<file path="src/rtl/lagd_mem_pkg.sv">
// Shared types and configuration helpers for the LAGD memory subsystem.
package lagd_mem_pkg;

    localparam int unsigned MAX_NUM_NARROW_REQ = 32;
    localparam int unsigned TagIdxWidth        = $clog2(MAX_NUM_NARROW_REQ);

    // One in-flight read: which requester gets the response.
    typedef struct packed {
        logic                   valid;
        logic                   is_wide;
        logic [TagIdxWidth-1:0] idx;
    } bank_tag_t;

    // Memory-subsystem level configuration.
    typedef struct packed {
        int unsigned words_per_bank;
        int unsigned num_narrow_req;
        int unsigned bank_access_latency;
        int unsigned wide_priority_wait;
    } mem_cfg_t;

    // Per-bank arbiter parameters derived from a mem_cfg_t.
    typedef struct packed {
        int unsigned num_narrow_req;
        int unsigned addr_width;
        int unsigned latency;
    } bank_arb_cfg_t;

    function automatic bank_arb_cfg_t bank_arb_cfg(input mem_cfg_t cfg);
        bank_arb_cfg_t res;
        res.num_narrow_req = cfg.num_narrow_req;
        res.addr_width     = (cfg.words_per_bank > 1) ? $clog2(cfg.words_per_bank) : 1;
        res.latency        = (cfg.bank_access_latency > 0) ? cfg.bank_access_latency : 1;
        return res;
    endfunction

endpackage

</file>
<file path="src/rtl/lagd_mem_rsp_tracker.sv">
// Tag shift register following each bank access; the tail stage raises the
// read-valid of the requester that issued the read.
module lagd_mem_rsp_tracker
    import lagd_mem_pkg::*;
#(
    parameter int unsigned Depth    = 1,
    parameter int unsigned NumPorts = 4
) (
    input  logic                   clk_i,
    input  logic                   rst_i,
    input  logic                   push_valid_i,
    input  logic                   push_is_wide_i,
    input  logic [TagIdxWidth-1:0] push_idx_i,
    output logic                   wide_rvalid_o,
    output logic [NumPorts-1:0]    narrow_rvalid_o
);

    bank_tag_t [Depth-1:0] stage_q, stage_d;
    bank_tag_t             tail;

    // Shift tags one stage per cycle; stage 0 takes the current grant.
    always_comb begin
        stage_d         = stage_q;
        stage_d[0]      = '{valid: push_valid_i, is_wide: push_is_wide_i, idx: push_idx_i};
        for (int unsigned k = 1; k < Depth; k++) begin
            stage_d[k] = stage_q[k-1];
        end
    end

    // Reset drops every in-flight response.
    always_ff @(posedge clk_i) begin
        if (rst_i) begin
            stage_q <= '0;
        end else begin
            stage_q <= stage_d;
        end
    end

    // Demux the tail tag onto exactly one rvalid; silent while in reset.
    always_comb begin
        tail            = stage_q[Depth-1];
        wide_rvalid_o   = !rst_i && tail.valid && tail.is_wide;
        narrow_rvalid_o = '0;
        for (int unsigned p = 0; p < NumPorts; p++) begin
            narrow_rvalid_o[p] = !rst_i && tail.valid && !tail.is_wide &&
                                 (tail.idx == TagIdxWidth'(p));
        end
    end

endmodule

</file>
<file path="src/rtl/lagd_mem_bank_arbiter.sv">
// Per-bank arbiter: one wide requester with bounded priority over
// round-robin narrow requesters, sharing a single-ported SRAM bank.
module lagd_mem_bank_arbiter
    import lagd_mem_pkg::*;
#(
    parameter int unsigned NumNarrowReq      = 4,
    parameter int unsigned DataWidth         = 64,
    parameter int unsigned AddrWidth         = 11,
    parameter int unsigned WidePriorityWait  = 4,
    parameter int unsigned BankAccessLatency = 1
) (
    input  logic                                clk_i,
    input  logic                                rst_i,
    input  logic [NumNarrowReq-1:0]             narrow_req_i,
    input  logic [NumNarrowReq-1:0]             narrow_we_i,
    input  logic [NumNarrowReq*AddrWidth-1:0]   narrow_addr_i,
    input  logic [NumNarrowReq*DataWidth-1:0]   narrow_wdata_i,
    input  logic [NumNarrowReq*DataWidth/8-1:0] narrow_be_i,
    output logic [NumNarrowReq-1:0]             narrow_gnt_o,
    output logic [NumNarrowReq-1:0]             narrow_rvalid_o,
    output logic [DataWidth-1:0]                narrow_rdata_o,
    input  logic                                wide_req_i,
    input  logic                                wide_we_i,
    input  logic [AddrWidth-1:0]                wide_addr_i,
    input  logic [DataWidth-1:0]                wide_wdata_i,
    input  logic [DataWidth/8-1:0]              wide_be_i,
    output logic                                wide_gnt_o,
    output logic                                wide_rvalid_o,
    output logic [DataWidth-1:0]                wide_rdata_o,
    output logic                                bank_req_o,
    output logic                                bank_we_o,
    output logic [AddrWidth-1:0]                bank_addr_o,
    output logic [DataWidth-1:0]                bank_wdata_o,
    output logic [DataWidth/8-1:0]              bank_be_o,
    input  logic [DataWidth-1:0]                bank_rdata_i
);

    localparam int unsigned BeWidth  = DataWidth / 8;
    localparam int unsigned PtrWidth = (NumNarrowReq > 1) ? $clog2(NumNarrowReq) : 1;
    localparam int unsigned CntWidth = (WidePriorityWait > 0) ? $clog2(WidePriorityWait + 1) : 1;
    localparam logic [CntWidth-1:0] CntMax  = CntWidth'(WidePriorityWait);
    localparam logic [PtrWidth-1:0] PtrLast = PtrWidth'(NumNarrowReq - 1);

    logic [PtrWidth-1:0] rr_ptr_q, rr_ptr_d;
    logic [CntWidth-1:0] starve_cnt_q, starve_cnt_d;
    logic [PtrWidth-1:0] winner;
    logic [PtrWidth-1:0] cand;
    logic                winner_found;
    logic                any_narrow;
    logic                force_narrow;
    logic                wide_gnt;
    logic                narrow_gnt;

    // Round-robin pick: first requesting port at or after rr_ptr, wrapping.
    always_comb begin
        winner       = '0;
        winner_found = 1'b0;
        cand         = '0;
        for (int unsigned i = 0; i < NumNarrowReq; i++) begin
            cand = PtrWidth'((32'(rr_ptr_q) + i) % NumNarrowReq);
            if (!winner_found && narrow_req_i[cand]) begin
                winner       = cand;
                winner_found = 1'b1;
            end
        end
    end

    // Wide wins unless narrow has been stalled WidePriorityWait wide grants in a row.
    always_comb begin
        any_narrow   = |narrow_req_i;
        force_narrow = (WidePriorityWait != 0) && (starve_cnt_q == CntMax) && any_narrow;
        wide_gnt     = !rst_i && wide_req_i && !force_narrow;
        narrow_gnt   = !rst_i && any_narrow && !wide_gnt;
        wide_gnt_o   = wide_gnt;
        narrow_gnt_o = narrow_gnt ? (NumNarrowReq'(1) << winner) : '0;
    end

    // Bank payload from the granted port; all zero when idle.
    always_comb begin
        bank_req_o   = wide_gnt || narrow_gnt;
        bank_we_o    = 1'b0;
        bank_addr_o  = '0;
        bank_wdata_o = '0;
        bank_be_o    = '0;
        if (wide_gnt) begin
            bank_we_o    = wide_we_i;
            bank_addr_o  = wide_addr_i;
            bank_wdata_o = wide_wdata_i;
            bank_be_o    = wide_be_i;
        end else if (narrow_gnt) begin
            bank_we_o    = narrow_we_i[winner];
            bank_addr_o  = narrow_addr_i[winner*AddrWidth +: AddrWidth];
            bank_wdata_o = narrow_wdata_i[winner*DataWidth +: DataWidth];
            bank_be_o    = narrow_be_i[winner*BeWidth +: BeWidth];
        end
    end

    // Next round-robin pointer and starvation count.
    always_comb begin
        rr_ptr_d     = rr_ptr_q;
        starve_cnt_d = starve_cnt_q;
        if (narrow_gnt) begin
            rr_ptr_d = (winner == PtrLast) ? '0 : winner + 1'b1;
        end
        if (wide_gnt && any_narrow) begin
            starve_cnt_d = (starve_cnt_q == CntMax) ? starve_cnt_q : starve_cnt_q + 1'b1;
        end else if (narrow_gnt || !any_narrow) begin
            starve_cnt_d = '0;
        end
    end

    // Arbiter state registers.
    always_ff @(posedge clk_i) begin
        if (rst_i) begin
            rr_ptr_q     <= '0;
            starve_cnt_q <= '0;
        end else begin
            rr_ptr_q     <= rr_ptr_d;
            starve_cnt_q <= starve_cnt_d;
        end
    end

    lagd_mem_rsp_tracker #(
        .Depth    (BankAccessLatency),
        .NumPorts (NumNarrowReq)
    ) u_rsp_tracker (
        .clk_i           (clk_i),
        .rst_i           (rst_i),
        .push_valid_i    (bank_req_o && !bank_we_o),
        .push_is_wide_i  (wide_gnt),
        .push_idx_i      (TagIdxWidth'(winner)),
        .wide_rvalid_o   (wide_rvalid_o),
        .narrow_rvalid_o (narrow_rvalid_o)
    );

    assign narrow_rdata_o = bank_rdata_i;
    assign wide_rdata_o   = bank_rdata_i;

endmodule
</file>
<file path="config.mk">
export PLATFORM = sky130hd
export DESIGN_NAME = lagd_mem_bank_arbiter
export DESIGN_NICKNAME = d
export VERILOG_FILES = /design/src/rtl/lagd_mem_pkg.sv /design/src/rtl/lagd_mem_rsp_tracker.sv /design/src/rtl/lagd_mem_bank_arbiter.sv
export SDC_FILE = /design/constraint.sdc
export NUM_CORES = 1
export LEC_CHECK = 0
export ABC_AREA = 1
export ABC_CLOCK_PERIOD_IN_PS = 3000
export CORE_AREA = 2 2 276 278
export CTS_BUF_LIST = sky130_fd_sc_hd__clkbuf_4 sky130_fd_sc_hd__clkbuf_8 sky130_fd_sc_hd__clkbuf_16
export DETAILED_ROUTE_END_ITERATION = 8
export DIE_AREA = 0 0 278 280
export PLACE_DENSITY = 0.36
export SLEW_MARGIN = 20
export SYNTH_ARGS = -nofsm -noshare
export SYNTH_HDL_FRONTEND = slang
export SYNTH_SLANG_ARGS = --single-unit
</file>
<file path="constraint.sdc">
create_clock -name clk_i -period 3 [get_ports clk_i]
set_clock_uncertainty 0.1 [all_clocks]
set_input_delay 0.45 -clock clk_i [delete_from_list [all_inputs] [get_ports clk_i]]
set_output_delay 0.45 -clock clk_i [all_outputs]
set_load 0.005 [all_outputs]
</file>
# After elaboration in Yosys (flattened, before gate mapping)
# Cells that the tools add are included.
dict set report word_totals {
  reg_bits 12
  latchBits 0
  memories 0
  rom_bits 0
  input_bits 491
  word_cells 89
  ram_bits 0
  output_inout_bits 223
}
dict set report classes {
  n_shift 4
  n_lt_le_gt_ge 5
  addsub 5
  n_bitwise 0
  div_mod_pow 0
  n_reduce_logical 32
  eq_ne 6
  mul 1
  muxes 30
}
# cell n
set ops {}
lappend ops {{variable part select 256 x 9 -> 64 bit} 1}
lappend ops {{2-to-1 mux 64 bit} 2}
lappend ops {{variable part select 44 x 7 -> 11 bit} 1}
lappend ops {{variable part select 32 x 6 -> 8 bit} 1}
lappend ops {{2-to-1 mux 11 bit} 2}
lappend ops {{logical AND 1 bit} 17}
lappend ops {{2-to-1 mux 8 bit} 2}
lappend ops {{less-than comparator 2 x 3 -> 1 bit, second input constant} 5}
lappend ops {{binary-select mux 1 bit (select 2 bit)} 5}
lappend ops {{== test 5 x 2 -> 1 bit, second input constant} 2}
lappend ops {{2-to-1 mux 1 bit} 10}
lappend ops {{2-to-1 mux 2 bit} 5}
lappend ops {{zero test 1 bit} 9}
lappend ops {{2-to-1 mux 3 bit} 3}
lappend ops {{multiplier 2 x 4 -> 6 bit, second input constant} 1}
lappend ops {{== test 5 x 1 -> 1 bit, second input constant} 1}
lappend ops {{zero test 5 bit} 1}
lappend ops {{adder 2 x 1 -> 2 bit, second input constant} 2}
lappend ops {{adder 2 bit, second input constant} 2}
lappend ops {{2-to-1 mux 4 bit} 1}
lappend ops {{OR reduction 4 bit} 1}
lappend ops {{<< shifter 1 x 2 -> 4 bit, first input constant} 1}
lappend ops {{adder 3 x 1 -> 3 bit, second input constant} 1}
lappend ops {{== test 3 bit, second input constant} 1}
lappend ops {{5 further kinds} 6}

# Longest topological paths before layout
# Gate-level depths: netlist of the first run.
dict set report depth {
  depth_word 18
  ltp_mapped 18
  mapped_depth_nobuf 16
}

# Cells and area by module
# Synthesis of the first run repeated with hierarchy kept, for this count alone.
dict set report unflattened {
  hier_cells 1093
  area_unflattened_um2 5320.1
}
# module area_per_inst_um2 cells_each seq_area_each_um2 n_inst
set modules_own_cells {}
lappend modules_own_cells {lagd_mem_bank_arbiter 5019.8 1048 100.1 1}
lappend modules_own_cells {lagd_mem_rsp_tracker 300.3 45 140.1 1}

# Worst setup path after synthesis of the first run
# Ideal clock, no wire load.
dict set report synth_timing {
  kind {in2out}
  start {in narrow_req_i[3]}
  end {out narrow_gnt_o[0]}
  t_required_ns 2.450
  stages 16
  t_arrival_ns 1.795
  n_path_buf 2
  path_slack_ns 0.655
  path_cell_list {inv_1 nand2_1 nand3_1 nand2_1 inv_2 nand2_1 nand2_1 nand2_1 nand2_2 nand2_4 inv_4 buf_6 buf_2 ha_1 inv_1 nor2_1}
}
dict set report synth_via {
  elab_chain_len 14
  elab_cells_between_ends 30
  cone_classes {shift: 1; mux: 16; reduce/logical: 13}
}
# element line
set synth_rtl {}
lappend synth_rtl {{from (decl)} lagd_mem_bank_arbiter.sv:14} ;# input logic [NumNarrowReq-1:0] narrow_req_i,
lappend synth_rtl {{binary-select mux 1 bit (select 2 bit)} lagd_mem_bank_arbiter.sv:61} ;# if (!winner_found && narrow_req_i[cand]) begin
lappend synth_rtl {{2-to-1 mux 1 bit (not written as such)} lagd_mem_bank_arbiter.sv:61}
lappend synth_rtl {{2-to-1 mux 1 bit} lagd_mem_bank_arbiter.sv:61}
lappend synth_rtl {{zero test 1 bit} lagd_mem_bank_arbiter.sv:61}
lappend synth_rtl {{logical AND 1 bit} lagd_mem_bank_arbiter.sv:61}
lappend synth_rtl {{2-to-1 mux 1 bit} lagd_mem_bank_arbiter.sv:61}
lappend synth_rtl {{zero test 1 bit} lagd_mem_bank_arbiter.sv:61}
lappend synth_rtl {{logical AND 1 bit} lagd_mem_bank_arbiter.sv:61}
lappend synth_rtl {{2-to-1 mux 1 bit} lagd_mem_bank_arbiter.sv:61}
lappend synth_rtl {{zero test 1 bit} lagd_mem_bank_arbiter.sv:61}
lappend synth_rtl {{logical AND 1 bit} lagd_mem_bank_arbiter.sv:61}
lappend synth_rtl {{2-to-1 mux 2 bit} lagd_mem_bank_arbiter.sv:61}
lappend synth_rtl {{<< shifter 1 x 2 -> 4 bit} lagd_mem_bank_arbiter.sv:75} ;# narrow_gnt_o = narrow_gnt ? (NumNarrowReq'(1) << winner) : '0;
lappend synth_rtl {{2-to-1 mux 4 bit (*)} lagd_mem_bank_arbiter.sv:75}
lappend synth_rtl {{to (decl)} lagd_mem_bank_arbiter.sv:19} ;# output logic [NumNarrowReq-1:0] narrow_gnt_o,
# Mark *: on every way between the ends. The rest lies on a longest branch, timed or not. The select of a mux whose other input is x is not followed.

# Worst setup path after layout of the first run
dict set report layout_timing {
  start {reg rr_ptr_q[0]}
  end {out bank_wdata_o[60]}
}
dict set report layout_via {
  elab_chain_len 15
  elab_cells_between_ends 27
  cone_classes {add/sub: 3; shift: 1; mux: 17; reduce/logical: 6}
}
# element line
set layout_rtl {}
lappend layout_rtl {{from (decl)} lagd_mem_bank_arbiter.sv:44} ;# logic [PtrWidth-1:0] rr_ptr_q, rr_ptr_d;
lappend layout_rtl {{from (signal assigned)} lagd_mem_bank_arbiter.sv:118} ;# rr_ptr_q <= rr_ptr_d;
lappend layout_rtl {{parallel branches: the longest is 11 deep, another holds adder 2 x 1 -> 2 bit} --}
lappend layout_rtl {{2-to-1 mux 2 bit (*)} lagd_mem_bank_arbiter.sv:61}
lappend layout_rtl {{variable part select 256 x 9 -> 64 bit (*)} lagd_mem_bank_arbiter.sv:93} ;# bank_wdata_o = narrow_wdata_i[winner*DataWidth +: DataWidth];
lappend layout_rtl {{2-to-1 mux 64 bit (*)} lagd_mem_bank_arbiter.sv:90} ;# end else if (narrow_gnt) begin
lappend layout_rtl {{2-to-1 mux 64 bit (*)} lagd_mem_bank_arbiter.sv:85} ;# if (wide_gnt) begin
lappend layout_rtl {{to (decl)} lagd_mem_bank_arbiter.sv:33} ;# output logic [DataWidth-1:0] bank_wdata_o,
# Mark *: on every way between the ends. The select of a mux whose other input is x is not followed.

==> results.py, run 1 <==
metrics = {
    "placement": {
        "place_inst": 2478,
        "io_buffer_count": 521,
        "placed_area_um2": 11400,
        "dp_hpwl_um": 34800,
        "gp_congestion": 0.906,
    },
    "yosys": {
        "avgSynthCellArea_um2": 4.84,
        "syn_nets": 1579,
        "synth.most_common_cell": "nand2_1",
        "seq_area_frac_synth": 0.0344,
        "synth.distinct_cells": 27,
        "yosys.area.top_type": "nand2_1",
        "async_flop_share": 0,
        "yosys-top-cells-area": "nand2_1 39%, nand3_1 25%, buf_4 20%",
        "synth-edff-count": 0,
        "syn_area_um2": 5240,
        "ys_warn_count": 0,
        "synth.top_cell.area_share": 0.392,
        "ys_ff_latch": 9,
        "yosys-top-cells-count": "547 x nand2_1, 262 x nand3_1, 140 x buf_4, 39 x buf_2, 19 x inv_1",
        "synthCells": 1082,
        "synth_ff_type": "dfxtp_1",
    },
    "setup_path": {
        "required_ns": 2.45,
        "cp_cell_sequence": "buf_8 > nand2_4 > nand2_2 > nand2_2 > nand2_2 > inv_4 > nand3_4 > buf_4 > nand2_4 > nand2_8 > buf_12 > buf_8 > buf_4 > buf_6 > nand2_2 > nand3_2 > buf_6 > nand3_2 > nand2_2 > buf_2",
        "crit_top_cell": "nand2_2",
        "worstPathArrival_ns": 2.60,
        "start_kind": "flip-flop",
        "cp_max_fo": 5,
        "crit_type": "reg -> out",
        "crit_path_end_kind": "primary output",
        "critPathMaxStageDelay_ns": 0.36,
        "critPathSlowestCell": "dfxtp_4",
    },
    "cts": {
        "numCtsBuffers": 3,
        "cts_tree": "built",
        "cts-root-buf": "clkbuf_16",
        "cts.clk_slew.worst_paths_ns": 0.04,
        "cts-htree-levels": 1,
        "cts.sinks": 9,
        "ctsHoldBuffers": 0,
        "clk_latency_ns": 0.23,
        "cts_buffer_depth": 2,
    },
    "sta": {
        "drv_slew": 0,
        "fmax_mhz": 317,
        "worstMarginPinSlew_ns": 0.305,
        "fin_ws_ns": -0.151,
        "hold_viol_final": 0,
        "min_period_ns": 3.15,
        "slew_headroom": 0.797,
        "rsz0062_at_grt": "yes",
        "finalCritPeriodShare": 1.05,
        "setup_viol": 69,
    },
    "floorplan": {
        "ios": 714,
        "die_h_um": 280,
        "dieArea_um2": 77800,
        "initial_core_util": 0.0697,
        "coreArea_um2": 75200,
        "die_w_um": 278,
        "rows": 101,
    },
    "cells_and_area": {
        "layout-drive-gt1-share": 0.368,
        "area_growth_pct": 181,
        "nets": 2145,
        "final_cell_area_um2": 14700,
        "final_cells": 2626,
    },
    "grt": {
        "overflow": 0,
        "use_met1": 0.121,
        "grt_pass1_vias": 9653,
        "antenna_found_initial": 7,
        "grt_start_max_net_pins": 48,
        "grt_use_met3": 0.0306,
        "grt_pass1_wl_um": 65700,
        "grt_busiest_layer": "met2",
        "grt_use_total": 0.116,
        "grt_util_met2": 0.216,
    },
    "worst_hold_path": {
        "hp-class": "reg -> reg",
    },
    "drt": {
        "postRouteAntennaNets": 0,
        "drc": 0,
        "drt_wl_total_um": 50100,
        "wl_per_cell_um": 19.1,
        "firstDrtPassIters": 5,
        "drtIter0Drc": 332,
        "post_drt_via_cell_ratio": 3.56,
        "num_vias": 9356,
    },
    "power": {
        "p_leak_nw": 6.51,
        "peakVddDrop_mv": 0.442,
        "power_density_nw_per_um2": 1260,
    },
    "status": {
        "status": "finished, violations left",
        "violations": "setup timing",
    },
    "run": {
        "maxCapViolations": 0,
    },
}
where the power goes:
group	internal (W)	switching, W	total, W
logic	0.00935	0.00888	0.0182
registers	0.000154	0.0000337	0.000188
clock network	0.000186	0.0000528	0.000239
total	0.00969	0.00896	0.0187
worst max-delay path, delay by kind of cell (launching register included):
kind	cells	cell delay (ns)
simple gates	11	0.77
flops	1	0.36
buf+inv	9	1.22
placed cells by master, fill, tap and decap left out, types with 13 or more instances in the layout:
cell             netlist  routed
nand2_1              547     457
clkdlybuf4s50_1        0     429
nand3_2                1     137
nand3_1              262      99
buf_4                140      89
nand2_2                1      72
buf_2                 39      65
buf_6                  2      59
buf_12                 0      46
buf_8                  0      28
nand3_4                0      27
nand2_4                1      19
inv_1                 19      15
buf_16                 0      14
clkbuf_2               0      13
sequential cells by signal (all words and copies together), names as in the netlist:
| signal | cells |
|---|---|
| u_rsp_tracker.stage_q | 4 |
| starve_cnt_q | 3 |
| rr_ptr_q | 2 |
per-layer routing:
metal  vias up  share of wire
li1       4459              -
met1      4271           0.36
met2       503           0.51
met3       111          0.078
met4        12          0.049
met5         -         0.0015
worst paths after layout:
path                                       from               end  slack [ns]  depth (start not counted)
worst min register to register  starve_cnt_q[0]   starve_cnt_q[0]        0.36                          1
worst max register to register      rr_ptr_q[0]       rr_ptr_q[1]        0.42                         17
worst min-delay path            starve_cnt_q[0]   starve_cnt_q[0]        0.36                          1
worst max-delay path                rr_ptr_q[0]  bank_wdata_o[60]       -0.15                         20
repair_timing:
item                       in CTS  in global routing
buffers inserted               87                 50
setup endpoints to repair      89                 88
cloned                         22                  9
gates resized for setup       525                294
pin swaps                     101                 93
kinds of logic (layout without fill, tap and decap cells):
kind of cell | count (synthesis) | in the layout | share of synthesized area
AOI/OAI and AO/OA | 5 | 5 | 0.00597
xor gates and xnor gates | 1 | 1 | 0.00167
adders and majority gates | 6 | 6 | 0.0143
buffers and inverters | 225 | 790 | 0.274
DFF | 9 | 9 | 0.0344
other | 0 | 1 | 0
and+or+nand+nor | 836 | 836 | 0.670
through the flow:
step                setup TNS (ns)  power [W]  setup slack [ns]  utilization  hold WS, ns
floorplan                        0    0.00509             0.655            -        0.317
global placement            -54.91     0.0102            -0.731        0.151        0.327
detailed placement          -52.16     0.0102            -0.712        0.151        0.348
CTS                         -11.69     0.0167            -0.412        0.182        0.357
global route                -13.17     0.0199            -0.257        0.196        0.383
finish                       -4.26     0.0187            -0.151        0.196        0.358
final cells by class:
cell class	instances	area (um2)
Fill cell	8488	60400
Timing Repair Buffer	762	8100
Multi-Input combinational cell	848	5050
Tap cell	978	1220
Sequential cell	9	185
Inverter	24	110
Clock buffer	4	82.6
Antenna cell	1	2.50
(Power assumes the default switching activity.)
==> run 2, diff against run 1 <==
CTS_CLUSTER_DIAMETER = 120   (was default)
==> results of run 2 <==
No change in the layout: final DEF, timing and power equal those of run 1.
==> run 3, diff against run 2 <==
GPL_TIMING_DRIVEN = 0   (was default)
==> run 3 against run 2 <==
The run still ends with setup timing left. Cell area increased by 18%. Sequential cell count unchanged. Non-clock buffer count increased by 215. Maximum frequency increased by 1.0%. Worst setup slack improved by 0.032 ns. Routed wire length increased by 16%. Utilization increased by 3.5 points. Register-to-register slack improved by 0.10 ns. First-iteration DRC count decreased by 18%. Sequential power increased by 5%.
==> results.py, run 3 (same netlist as run 1, synthesis figures left out) <==
metrics = {
    "drt": {
        "firstDrtPassIters": 4,
        "drt_wl_total_um": 58000,
        "postRouteAntennaNets": 0,
        "num_vias": 10200,
        "wl_per_cell_um": 20.4,
        "post_drt_via_cell_ratio": 3.58,
        "drc": 0,
        "drtIter0Drc": 273,
    },
    "floorplan": {
        "ios": 714,
        "initial_core_util": 0.0697,
        "die_w_um": 278,
        "die_h_um": 280,
        "coreArea_um2": 75200,
        "rows": 101,
        "dieArea_um2": 77800,
    },
    "cells_and_area": {
        "multiInputGateArea_um2": 5650,
        "layout-drive-gt1-share": 0.426,
        "area_growth_pct": 232,
        "final_cell_area_um2": 17400,
        "regMostFlops": "u_rsp_tracker.stage_q",
        "largest_reg_flops": 4,
        "n_fill_cell": 8317,
        "final_cells": 2841,
        "final_common_cell": "clkdlybuf4s50_1",
        "nets": 2360,
        "reg_top3": "u_rsp_tracker.stage_q (4), starve_cnt_q (3), rr_ptr_q (2)",
        "final_cell_mix": "557 x clkdlybuf4s50_1, 385 x nand2_1, 168 x buf_4",
        "fin_util": 0.232,
        "regArea_um2": 188,
    },
    "power": {
        "power_density_nw_per_um2": 1180,
        "p_leak_nw": 7.73,
        "peakVddDrop_mv": 0.413,
        "total_power_w": 0.0205,
    },
    "sta": {
        "rsz0062_at_grt": "yes",
        "worstMarginPinSlew_ns": 0.585,
        "slew_headroom": 0.610,
        "setup_viol": 48,
        "hold_viol_final": 0,
        "fin_ws_ns": -0.119,
        "finalCritPeriodShare": 1.04,
        "drv_slew": 0,
        "min_period_ns": 3.12,
        "fmax_mhz": 321,
    },
    "setup_path": {
        "required_ns": 2.45,
        "critPathSlowestCell": "dfxtp_4",
        "cp_cell_sequence": "buf_12 > nand2_8 > nand2_4 > nand2_1 > nand2_2 > nand3_4 > nor2_4 > buf_6 > o21bai_4 > buf_12 > buf_4 > buf_6 > buf_12 > buf_6 > nand3_1 > nand3_1 > nand2_1 > buf_2",
        "critPathMaxStageDelay_ns": 0.41,
        "cp_max_fo": 10,
        "crit_path_end_kind": "primary output",
        "rr_worst_depth": 17,
        "worstPathArrival_ns": 2.57,
        "r2r-end": "rr_ptr_q[1]",
        "r2r-start": "rr_ptr_q[0]",
        "reg2reg_slack_ns": 0.52,
        "start_kind": "flip-flop",
        "startpoint": "rr_ptr_q[0]",
        "crit_type": "reg -> out",
    },
    "placement": {
        "gp_congestion": 0.837,
        "post-place-ws_ns": -1.98,
        "placed_area_um2": 13000,
        "io_buffer_count": 649,
        "place_inst": 2709,
        "dp_hpwl_um": 44300,
    },
    "cts": {
        "cts-root-buf": "clkbuf_16",
        "cts_buffer_depth": 2,
        "cts-htree-levels": 1,
        "ctsHoldBuffers": 0,
        "cts.sinks": 9,
        "cts.clk_slew.worst_paths_ns": 0.04,
        "cts_tree": "built",
        "numCtsBuffers": 3,
        "clk_latency_ns": 0.24,
    },
    "status": {
        "violations": "setup timing",
        "status": "finished, violations left",
    },
    "grt": {
        "antenna_found_initial": 5,
        "grt_use_total": 0.138,
        "overflow": 0,
        "grt_start_max_net_pins": 12,
        "grt_pass1_vias": 10800,
        "grt_pass1_wl_um": 77600,
    },
    "worst_hold_path": {
        "min_to": "starve_cnt_q[0]",
        "min-delay-start": "starve_cnt_q[0]",
        "hp-class": "reg -> reg",
        "hold_depth": 1,
    },
    "run": {
        "maxCapViolations": 0,
    },
}
-- run 3: cell count changes in the layout (fill, tap and decap cells not counted), moves of 3 or more --
cell / delta
nand3_4: +3
clkbuf_4: +4
clkdlybuf4s50_1: +128
nand3_2: +13
buf_6: -6
buf_4: +79
nand2_4: +54
nand2_2: +17
nand3_1: -16
buf_8: +8
dlymetal6s2s_1: -8
nand2_1: -72
buf_16: +7
-- run 3: metrics by stage --
step	setup TNS [ns]	hold slack, ns
2_1_floorplan	0	0.317
3_3_place_gp	-143.12	0.328
3_5_place_dp	-140.94	0.340
4_1_cts	-3.92	0.349
5_1_grt	-10.35	0.364
6_report	-1.77	0.342
-- run 3: final cells by class --
cell class                      count  area share
Clock buffer                        4     0.00474
Sequential cell                     9      0.0108
Multi-Input combinational cell    848       0.324
Inverter                           24     0.00726
Timing Repair Buffer              781       0.467
Antenna cell                        1    0.000144
Tap cell                          978      0.0703
Buffer                            196       0.116
-- run 3: timing repair --
| item | CTS | global route |
|---|---|---|
| endpoints found under the setup margin | 91 | 88 |
| cloned | 25 | 4 |
| resized for setup | 835 | 330 |
| hold endpoints to repair | 0 | 0 |
| buffers inserted | 96 | 16 |
| pin swaps | 101 | 100 |
-- run 3: per-layer routing --
layer,track usage,part of all wire,vias to the layer above
li1,-,-,4892
met3,0.0298,0.074,67
met2,0.264,0.52,505
met4,0.0363,0.032,6
met1,0.152,0.37,4687
met5,0,0.00066,-
-- run 3: power by group --
group	switching (W)	internal, W	leakage, nW
clock	0.0000588	0.000187	0.0416
combinational	0.00987	0.0102	7.62
sequential	0.0000421	0.000156	0.0755
total	0.00997	0.0106	7.73
-- run 3: critical path, delay by kind of cell (launching register included) --
| kind | cells | cell delay, ns |
|---|---|---|
| flip-flops | 1 | 0.41 |
| buffers and inverters | 8 | 1.06 |
| AND/OR/NAND/NOR | 9 | 0.75 |
| AO/OA/AOI/OAI | 1 | 0.09 |
-- run 3: worst max-delay path by stage --
stage / end / depth (start not counted)
2_1_floorplan: narrow_gnt_o[0] / 16
3_5_place_dp: bank_addr_o[0] / 12
4_1_cts: bank_wdata_o[41] / 16
5_1_grt: bank_wdata_o[32] / 19
3_3_place_gp: bank_addr_o[0] / 12
6_report: bank_wdata_o[27] / 18
